--- config.mk ---
export PLATFORM = sky130hd
export DESIGN_NAME = counter
export DESIGN_NICKNAME = d
export VERILOG_FILES = /design/src/rtl/counter_pkg.sv /design/src/rtl/counter.sv
export SDC_FILE = /design/constraint.sdc
export NUM_CORES = 1
export LEC_CHECK = 0
export BUFFER_PORTS_ARGS = -buffer_cell sky130_fd_sc_hd__buf_2
export CAP_MARGIN = 20
export CELL_PAD_IN_SITES_DETAIL_PLACEMENT = 1
export CELL_PAD_IN_SITES_GLOBAL_PLACEMENT = 2
export CORE_AREA = 10 10 47 49
export DETAILED_ROUTE_END_ITERATION = 16
export DIE_AREA = 0 0 57 59
export PLACE_DENSITY = 0.46
export SYNTH_ARGS = -nofsm -noshare
export SYNTH_HDL_FRONTEND = slang
export SYNTH_SLANG_ARGS = --single-unit
--- constraint.sdc ---
create_clock -name clk -period 1.3 [get_ports clk]
set_clock_uncertainty 0.15 [all_clocks]
set_input_delay 0.13 -clock clk [delete_from_list [all_inputs] [get_ports clk]]
set_output_delay 0.13 -clock clk [all_outputs]
set_load 0.03 [all_outputs]
--- src/rtl/counter_pkg.sv ---
// rtl/counter_pkg.sv - shared constants and width helper for the done-event round counter
package counter_pkg;

    localparam int COUNTER_TARGET_DEFAULT = 7;

    // Bits needed to hold values 0..target.
    function automatic int cnt_w(input int target);
        return $clog2(target + 1);
    endfunction

endpackage

--- src/rtl/counter.sv ---
// rtl/counter.sv - counts done events and flags each completed round of TARGET events
// Optional debug outputs (dbg_count, dbg_rounds) are enabled by defining COUNTER_DEBUG_EN.
module counter
    import counter_pkg::*;
#(
    parameter int TARGET = COUNTER_TARGET_DEFAULT,
    localparam int CNT_W = cnt_w(TARGET)
) (
    input  logic             clk,
    input  logic             reset,
    input  logic             done,
`ifdef COUNTER_DEBUG_EN
    output logic [CNT_W-1:0] dbg_count,
    output logic [7:0]       dbg_rounds,
`endif
    output logic             en_y
);

    localparam logic [CNT_W-1:0] LAST = CNT_W'(TARGET - 1);

    logic [CNT_W-1:0] r_count;
    logic             r_en_y;
    logic             w_last;

    // Out-of-range counts collapse onto the final slot so the next done wraps cleanly.
    assign w_last = (r_count >= LAST);

    always_ff @(posedge clk or negedge reset) begin
        if (!reset) begin
            r_count <= '0;
            r_en_y  <= 1'b0;
        end else if (done) begin
            if (w_last) begin
                r_count <= '0;
                r_en_y  <= 1'b1;
            end else begin
                r_count <= r_count + 1'b1;
                r_en_y  <= 1'b0;
            end
        end
    end

    assign en_y = r_en_y;

`ifdef COUNTER_DEBUG_EN
    logic [7:0] r_rounds;

    always_ff @(posedge clk or negedge reset) begin
        if (!reset) begin
            r_rounds <= '0;
        end else if (done && w_last) begin
            r_rounds <= r_rounds + 8'd1;
        end
    end

    assign dbg_count  = r_count;
    assign dbg_rounds = r_rounds;
`endif

endmodule

## Word-level counts from Yosys, hierarchy flattened

Cells that the tools add are included.

| cells by class | value |
|---|---|
| add/sub/neg operators | 1 |
| $lt $le $gt $ge | 1 |
| muxes and demuxes | 2 |

Operator list:

| kind | count |
|---|---|
| 3-bit by 1-bit adder with 3-bit output (second input constant) | 1 |
| 3-bit >= comparator (second input constant) | 1 |
| 3-bit 2-to-1 mux | 1 |
| 1-bit 2-to-1 mux | 1 |

| storage, ports and cells | value |
|---|---|
| register bits after elaboration | 4 |
| bits of input ports | 3 |
| logic and storage cells | 6 |

## Depth between registers and ports, before layout

Gate-level depths: netlist of run 1.

| logic depth | value |
|---|---|
| depth after elaboration | 2 |
| mapped depth | 4 |
| depth with buffers taken out | 4 |

## Least setup slack after synthesis of run 1

Ideal clock, no wire load.

| timing | value |
|---|---|
| path type | flip-flop to flip-flop |
| start | register r_count[0] |
| end | register r_count[2] |
| library setup time | 0.082 ns |
| arrival time | 1.066 ns |
| data required time | 1.068 ns |
| setup slack | 0.002 ns |
| cell stages (with the launch flop) | 5 |
| path through | dfrtp_1 -> inv_1 -> ha_1 -> or3_1 -> a31oi_1 |

| between the ends | value |
|---|---|
| longest elaborated chain between the ends | 2 |
| elaborated cells between the ends (all ways) | 3 |

RTL lines:

| what | line | source |
|---|---|---|
| from (decl) | counter.sv:21 | `logic [CNT_W-1:0] r_count;` |
| from (signal assigned) | counter.sv:37 | `r_count <= r_count + 1'b1;` |
| 3-bit by 1-bit adder with 3-bit output / 3-bit >= comparator (equally long branches) | counter.sv:37, counter.sv:26 |  |
| 3-bit 2-to-1 mux (*) | counter.sv:33 | `if (w_last) begin` |

Every way passes the cells marked *; elsewhere a longest branch is shown, timed or not.
A chain may end at the register's enable or synchronous reset.

## Worst setup path in the final report of run 1

Same ends and word-level chain as after synthesis.

==> results.json, run 1 <==
{
  "status": "finished, violations left",
  "violations": "negative setup slack",
  "place_ws_ns": -0.112,
  "grt_use_met2_pct": 5.43,
  "fin_util_pct": 22.1,
  "tns_ns": -0.0776,
  "use_met1_pct": 2.37,
  "start_util_pct": 14.2,
  "start_kind": "flop",
  "grt_usage_pct": 3.07,
  "io_buffers": 3,
  "synth-seq-area-share_pct": 50.3,
  "synth.most_common_cell": "dfrtp_1",
  "syn_avg_cell_area_um2": 11.1,
  "grt_pass1_wl_um": 772,
  "coreArea_um2": 1400,
  "cts_made_buffers": 3,
  "required_ns": 1.29,
  "die_w_um": 57,
  "path_cells": "inv_1, ha_2, or3_1, a31oi_1",
  "hold_viol": 0,
  "grt_busiest_layer": "met2",
  "seq_area_um2": 100,
  "synth.area.top_cells": "dfrtp_1 50%, ha_1 13%, nand2b_1 9.4%",
  "synth_adder_area_share_pct": 12.6,
  "layout-drive-gt1-share_pct": 44.8,
  "synth-seq-cells": 4,
  "drc": 0,
  "synth_top_family_by_area": "compound AO/OA/AOI/OAI gates",
  "cp_max_fo": 3,
  "synthXorXnorAreaFrac_pct": 0,
  "grt_pass1_vias": 203,
  "place_congestion": 0.641,
  "worst_pin_slew_ns": 0.156,
  "yosysTopAreaCell": "dfrtp_1",
  "max-vdd-ir-drop_uv": 635,
  "crit_path_end_kind": "flop",
  "startpoint": "r_count[0]",
  "dr.pass1.iters": 1,
  "rows": 14,
  "synth_common_cells": "4 x dfrtp_1, 3 x nand2b_1, 2 x ha_1, 2 x inv_1",
  "grt_use_met3_pct": 1.50,
  "ctsHtreeMaxLevel": 1,
  "cts_tree": "built",
  "clock_sinks": 4,
  "min_period_over_period_pct": 103,
  "die_y_um": 59,
  "ios": 4,
  "cts-root-buf": "clkbuf_4",
  "netlist_instances": 18,
  "cpPeakStageDelay_ns": 0.36,
  "syn-num-nets": 23,
  "vias": 179,
  "ys.flop_type": "dfrtp_1",
  "multiInputGateArea_um2": 104,
  "grt_max_degree": 8,
  "hp-start": "done",
  "setup_viol": 2,
  "min_path_cells": 2,
  "arrival_ns": 1.33,
  "synth_warnings": 0,
  "slew_violations": 0,
  "die_area_um2": 3360,
  "path_buf_inv": 1,
  "synth_area_um2": 199,
  "ys_types": 11,
  "grt_antenna_before_repair": 0,
  "clk_pin_slew_ns": 0.04,
  "slowest_stage": "dfrtp_1",
  "grt_overflow": 0,
  "power_uw": 729,
  "num-fill-cells": 169,
  "worstSetupPathType": "reg2reg",
  "synthSimpleGateAreaFrac_pct": 12.6,
  "worstHoldPathType": "in2reg",
  "p_leak_nw": 0.153,
  "max_cap_viol_count": 0,
  "rsz0062_at_grt": "yes",
  "syn2layout_area_growth_pct": 55.3,
  "fmax_mhz": 747,
  "cts_max_path_buffers": 2,
  "crit_family": "flip-flops",
  "p_per_area_nw_per_um2": 2360,
  "fin_ws_ns": -0.0394,
  "num_antenna_cells": 0,
  "cp_num_cells": 4,
  "worst_r2r_path_depth": 4,
  "synth_compound_area_share_pct": 15.1,
  "drt_iter0_markers": 0,
  "async_reset_ff_share_pct": 100,
  "synth.mux.area_fraction_pct": 5.66,
  "rr_startpoint": "r_count[0]",
  "viasPerCell": 3.98,
  "wire_per_inst_um": 10.9,
  "finalCriticalPeriod_ns": 1.34,
  "synth_edf_count": 0,
  "clkLatencyLatePin_ns": 0.23,
  "worst_hold_slack_ns": 0.0521,
  "ant_nets": 0,
  "dp_hpwl_um": 355,
  "drt_wl_total_um": 490,
  "fin_nets": 36,
  "synth_top_area_share_pct": 50.3,
  "slew_headroom_pct": 89.6
}
## final cells by class
type / count / share of cell area, %
Sequential cell: 4 / 32.4
Multi-Input combinational cell: 12 / 33.6
Inverter: 2 / 2.43
Timing Repair Buffer: 8 / 17.8
Clock buffer: 3 / 7.29
Tap cell: 16 / 6.48
## metal layers
layer | part of all wire (%) | vias up
li1 | - | 84
met1 | 39 | 91
met2 | 57 | 4
met3 | 4.3 | 0
met4 | 0 | 0
met5 | 0 | -
## where the power goes
part / internal (mW) / leakage, nW / switching (mW)
logic: 0.197 / 0.0890 / 0.154
registers: 0.185 / 0.0503 / 0.0461
clock network: 0.103 / 0.0138 / 0.0442
total: 0.485 / 0.153 / 0.244
## timing repair
action,in CTS,in global routing
hold endpoints to repair,4,0
resized for setup,1,2
cloned,0,0
pin swaps,2,0
buffers inserted,2,1
endpoints found under the setup margin,2,3
hold buffers,1,0
## cell usage in the layout, fill, tap and decap left out, types with 2 or more instances in the layout
cell type  instances
buf_2              3
buf_4              4
clkbuf_4           3
dfrtp_1            4
inv_1              2
nand2b_1           3
## worst paths after layout
check	slack, ns	to
setup reg to reg	-0.04	r_count[2]
hold reg to reg	0.36	r_count[2]
setup / recovery	-0.04	r_count[2]
min in group asynchronous	0.08	r_count[0]
max in group asynchronous	0.80	r_count[2]
hold / removal	0.05	r_count[1]
## stage by stage
| stage | area, um2 | std cells |
|---|---|---|
| finish | 309 | 45 |
| global route | 309 | 45 |
| CTS | 292 | 44 |
| detailed placement | 241 | 38 |
| global placement | 241 | 38 |
| floorplan | 199 | 18 |
## flip-flops by register name, summed over array words and instances (netlist names)
name / flops
en_y: 1
r_count: 3
## cell families (layout without fill, tap and decap cells)
group / after synthesis / count (layout)
fa+ha+maj: 2 / 2
mux: 1 / 1
flops: 4 / 4
compound gates: 5 / 5
buf+inv: 2 / 13
simple gates: 4 / 4
(Power assumes the default switching activity.)
==> run 2: changes to the inputs <==
--- a/config.mk
+++ b/config.mk
@@ -12,7 +12,7 @@
 export CORE_AREA = 10 10 47 49
 export DETAILED_ROUTE_END_ITERATION = 16
 export DIE_AREA = 0 0 57 59
-export PLACE_DENSITY = 0.46
+export PLACE_DENSITY = 0.44
 export SYNTH_ARGS = -nofsm -noshare
 export SYNTH_HDL_FRONTEND = slang
 export SYNTH_SLANG_ARGS = --single-unit
==> constraint.sdc (replaced) <==
create_clock -name clk -period 1.7 [get_ports clk]
set_clock_uncertainty 0.15 [all_clocks]
set_input_delay 0.17 -clock clk [delete_from_list [all_inputs] [get_ports clk]]
set_output_delay 0.17 -clock clk [all_outputs]
set_load 0.03 [all_outputs]
==> results.json, run 2 (same netlist as run 1, synthesis figures left out) <==
{
  "status": "completed",
  "coreArea_um2": 1400,
  "fmax_mhz": 718,
  "p_leak_nw": 0.129,
  "drt_wl_total_um": 409,
  "cp_max_fo": 4,
  "num-fill-cells": 176,
  "rsz0062_at_grt": "no",
  "finalCriticalPeriod_ns": 1.39,
  "grt_overflow": 0,
  "p_sw_share_pct": 34.9,
  "die_w_um": 57,
  "arrival_ns": 1.39,
  "power_frac_seq_pct": 39.5,
  "p_per_area_nw_per_um2": 1720,
  "cts-root-buf": "clkbuf_4",
  "multiInputGateArea_um2": 91.3,
  "die_area_um2": 3360,
  "fin_util_pct": 19.0,
  "slew_violations": 0,
  "vias": 152,
  "die_y_um": 59,
  "rows": 14,
  "num_antenna_cells": 0,
  "wire_per_inst_um": 9.98,
  "cts_made_buffers": 3,
  "slew_headroom_pct": 89.6,
  "clock_power_share_pct": 25.2,
  "internal_power_uw": 299,
  "worstHoldPathType": "in2reg",
  "postCtsResizedCells": 0,
  "drc": 0,
  "start_kind": "flop",
  "ant_nets": 0,
  "required_ns": 1.70,
  "crit_path_end_kind": "flop",
  "io_buffers": 3,
  "grt_pass1_vias": 175,
  "cts_max_path_buffers": 2,
  "grt_pass1_wl_um": 703,
  "layout-drive-gt1-share_pct": 28.0,
  "cts_tree": "built",
  "grt_max_degree": 8,
  "largest-register": "r_count",
  "start_util_pct": 14.2,
  "grt_antenna_before_repair": 0,
  "fin_nets": 32,
  "ios": 4,
  "worst_pin_slew_ns": 0.157,
  "place_congestion": 0.633,
  "max_cap_viol_count": 0,
  "seq_area_um2": 100,
  "clkLatencyLatePin_ns": 0.23,
  "place_inst": 37,
  "max-vdd-ir-drop_uv": 313,
  "largest_reg_flops": 3,
  "clock_sinks": 4,
  "tns_ns": 0,
  "viasPerCell": 3.71,
  "layoutNonFillerInstCount": 41,
  "drt_iter0_markers": 2,
  "power_switching_uw": 160,
  "grt_usage_pct": 2.89,
  "setup_viol": 0,
  "syn2layout_area_growth_pct": 34.0,
  "worstSetupPathType": "reg2reg",
  "mostFrequentLayoutCell": "dfrtp_1",
  "min_period_over_period_pct": 81.9,
  "dr.pass1.iters": 2,
  "layout_common_cells": "4 x dfrtp_1, 3 x nand2b_1, 3 x clkbuf_4, 3 x buf_2",
  "clk_pin_slew_ns": 0.04,
  "comb_power_share_pct": 35.2,
  "hold_viol": 0,
  "ctsHtreeMaxLevel": 1
}
==> run 2: cell count changes in the layout (fill, tap and decap cells not counted) <==
cell / delta
buf_4: -4
ha_1: +1
ha_2: -1
mux2_2: +1
mux2_4: -1
o22ai_1: +1
o22ai_2: -1
==> run 2: worst paths after layout <==
kind / startpoint / end / slack [ns] / depth (start not counted)
setup / recovery: r_count[0] / r_count[2] / 0.31 / 4
hold / removal: done / r_count[1] / 0.07 / 2
setup reg to reg: r_count[0] / r_count[2] / 0.31 / 4
hold reg to reg: r_count[2] / r_count[2] / 0.34 / 1
max in group asynchronous: reset / r_count[1] / 1.15 / 2
min in group asynchronous: reset / r_count[0] / 0.13 / 2
==> run 2: repair_timing <==
item,CTS,global route
endpoints found under the hold margin,4,0
hold buffers,1,0
setup buffers,0,0
==> run 2: critical path, cell delays in order (launching register included) <==
cell     delay (ns)
dfrtp_1        0.39
inv_1          0.06
ha_1           0.20
or3_1          0.35
a31oi_1        0.16
==> run 2: stage by stage <==
step | hold slack (ns) | worst slack (ns) | power (mW) | cell area, um2
finish | 0.0711 | 0.308 | 0.459 | 267
global route | 0.0774 | 0.216 | 0.511 | 267
CTS | 0.0580 | 0.289 | 0.475 | 267
detailed placement | -0.167 | 0.303 | 0.347 | 234
global placement | -0.168 | 0.313 | 0.343 | 234
floorplan | -0.276 | 0.402 | 0.297 | 199
==> run 2: power groups by stage <==
stage               Combinational [mW]  Sequential, mW  Clock (mW)
finish                           0.162           0.182       0.116
global route                     0.189           0.193       0.130
CTS                              0.167           0.184       0.124
detailed placement               0.163           0.184           0
global placement                 0.161           0.181           0
floorplan                        0.102           0.195           0
==> run 2: layout make-up <==
type                    instances  share of cell area (%)
multi-input cells              12                    34.3
well taps                      16                    7.51
inverters                       2                    2.82
repair buffers                  4                    9.39
flip-flops and latches          4                    37.6
clock buffers                   3                    8.45
==> run 2: routing by layer <==
metal | vias to the layer above | GRT usage (%) | wire, um
li1 | 76 | - | -
met1 | 72 | 2.60 | 167
met2 | 4 | 3.88 | 211
met3 | 0 | 1.72 | 30
met4 | 0 | 4.03 | 0
met5 | - | 0 | 0
==> run 3: changes to the inputs <==
--- a/config.mk
+++ b/config.mk
@@ -5,6 +5,7 @@
 export SDC_FILE = /design/constraint.sdc
 export NUM_CORES = 1
 export LEC_CHECK = 0
+export ABC_AREA = 1
 export BUFFER_PORTS_ARGS = -buffer_cell sky130_fd_sc_hd__buf_2
 export CAP_MARGIN = 20
 export CELL_PAD_IN_SITES_DETAIL_PLACEMENT = 1
@@ -12,7 +13,7 @@
 export CORE_AREA = 10 10 47 49
 export DETAILED_ROUTE_END_ITERATION = 16
 export DIE_AREA = 0 0 57 59
-export PLACE_DENSITY = 0.44
+export PLACE_DENSITY = 0.5
 export SYNTH_ARGS = -nofsm -noshare
 export SYNTH_HDL_FRONTEND = slang
 export SYNTH_SLANG_ARGS = --single-unit
==> constraint.sdc (replaced) <==
create_clock -name clk -period 1.3 [get_ports clk]
set_clock_uncertainty 0.15 [all_clocks]
set_input_delay 0.13 -clock clk [delete_from_list [all_inputs] [get_ports clk]]
set_output_delay 0.13 -clock clk [all_outputs]
set_load 0.03 [all_outputs]
==> results.json, run 3 <==
{
  "status": "completed",
  "synth.most_common_cell": "nand2_1",
  "synthXorXnorAreaFrac_pct": 0,
  "ys_types": 8,
  "setup_viol": 0,
  "largest-register": "r_count",
  "drt_iter0_markers": 3,
  "syn_avg_cell_area_um2": 7.55,
  "yosysTopAreaCell": "dfrtp_1",
  "synth-seq-area-share_pct": 47.3,
  "cts_tree": "built",
  "slew_violations": 0,
  "coreArea_um2": 1400,
  "io_buffers": 3,
  "async_reset_ff_share_pct": 100,
  "worst_pin_slew_ns": 0.182,
  "start_util_pct": 15.1,
  "vias": 193,
  "num-fill-cells": 179,
  "cts-root-buf": "clkbuf_4",
  "ant_nets": 0,
  "min_period_over_period_pct": 93.3,
  "wire_per_inst_um": 9.29,
  "crit_path_end_kind": "flop",
  "cp_max_fo": 3,
  "rows": 14,
  "die_area_um2": 3360,
  "rsz0062_at_grt": "yes",
  "fmax_mhz": 825,
  "synth_warnings": 0,
  "viasPerCell": 3.78,
  "cts_max_path_buffers": 2,
  "grt_usage_pct": 3.67,
  "place_inst": 47,
  "fin_nets": 42,
  "synth.area.top_cells": "dfrtp_1 47%, nand2_1 25%, ha_1 12%",
  "max-vdd-ir-drop_uv": 458,
  "start_kind": "flop",
  "layout_common_cells": "14 x nand2_1, 4 x inv_1, 4 x dfrtp_1",
  "p_leak_nw": 0.164,
  "grt_overflow": 0,
  "synth_top_area_share_pct": 47.3,
  "dr.pass1.iters": 4,
  "clk_pin_slew_ns": 0.04,
  "arrival_ns": 1.19,
  "place_congestion": 0.665,
  "slew_headroom_pct": 87.7,
  "postCtsResizedCells": 0,
  "synth-seq-cells": 4,
  "synth_edf_count": 0,
  "clkLatencyLatePin_ns": 0.23,
  "cts_setup_buffers": 0,
  "synth.mux.area_fraction_pct": 0,
  "clock_sinks": 4,
  "synthSimpleGateAreaFrac_pct": 27.2,
  "largest_reg_flops": 3,
  "worst_hold_slack_ns": 0.0750,
  "ys.flop_type": "dfrtp_1",
  "cts_made_buffers": 3,
  "grt_pass1_vias": 224,
  "worstSetupPathType": "reg2reg",
  "synth_adder_area_share_pct": 11.8,
  "layout-drive-gt1-share_pct": 20.0,
  "drc": 0,
  "worstHoldPathType": "in2async",
  "synth_area_um2": 211,
  "synth_common_cells": "14 x nand2_1, 4 x dfrtp_1, 4 x inv_1, 2 x ha_1",
  "grt_antenna_before_repair": 0,
  "required_ns": 1.27,
  "ios": 4,
  "max_cap_viol_count": 0,
  "synth_compound_area_share_pct": 4.73,
  "p_per_area_nw_per_um2": 2060,
  "layoutNonFillerInstCount": 51,
  "syn2layout_area_growth_pct": 32.0,
  "grt_max_degree": 6,
  "syn-num-nets": 33,
  "drt_wl_total_um": 474,
  "die_y_um": 59,
  "mostFrequentLayoutCell": "nand2_1",
  "die_w_um": 57,
  "hold_viol": 0,
  "grt_pass1_wl_um": 924,
  "ctsHtreeMaxLevel": 1,
  "synth_top_family_by_area": "simple AND/OR/NAND/NOR gates",
  "finalCriticalPeriod_ns": 1.21,
  "netlist_instances": 28,
  "num_antenna_cells": 0
}
[run 3: metrics by stage]
| step | total power, mW | cell area (um2) | setup WS, ns | setup TNS (ns) | utilization [%] |
|---|---|---|---|---|---|
| 4_1_cts | 0.599 | 279 | 0.0656 | 0 | 19.9 |
| 5_1_grt | 0.644 | 279 | -0.0204 | -0.0357 | 19.9 |
| 2_1_floorplan | 0.364 | 211 | 0.203 | 0 | - |
| 3_3_place_gp | 0.421 | 246 | 0.120 | 0 | 17.6 |
| 6_report | 0.575 | 279 | 0.0873 | 0 | 19.9 |
| 3_5_place_dp | 0.432 | 246 | 0.0694 | 0 | 17.6 |
[run 3: layout make-up]
cell class                 instances  area [um2]  share of cell area, %
inverter                           5        18.8                   6.73
timing repair buffer               4        25.0                   8.97
clock buffer                       3        22.5                   8.07
sequential                         4         100                   35.9
tap                               16        20.0                   7.17
multi-input combinational         19        92.6                   33.2
[run 3: final timing paths]
path	from	end	slack, ns	cells after the start
min	reset	r_count[1]	0.08	2
max in group asynchronous	reset	en_y	0.81	2
max reg2reg	r_count[0]	r_count[2]	0.09	7
max	r_count[0]	r_count[2]	0.09	7
min in group clk	done	en_y	0.09	4
min reg2reg	en_y	en_y	0.32	2
[run 3: layer usage]
layer,GRT usage (%),wire (um),vias to the layer above
li1,-,-,99
met1,3.56,206,91
met2,5.74,251,3
met3,1.93,16,0
met4,3.02,0,0
met5,0,0,-
[run 3: cells by family after synthesis]
group / after synthesis
adders and majority gates: 2
DFF: 4
buffers and inverters: 5
AOI/OAI and AO/OA: 2
and+or+nand+nor: 15
[run 3: worst max-delay path: stages, from the launching register on]
cell	delay (ns)
dfrtp_1	0.39
inv_1	0.08
ha_1	0.15
nand2_1	0.05
nand2_1	0.08
nand2_1	0.09
nand2_1	0.08
inv_1	0.04
[run 3: what timing repair did]
action	4_1_cts	5_1_grt
endpoints found under the hold margin	4	0
endpoints found under the setup margin	0	2
hold buffers	1	0
[run 3: power breakdown]
group          switching, mW  internal [mW]
Sequential            0.0468          0.179
Clock                 0.0460          0.103
Combinational          0.123         0.0771
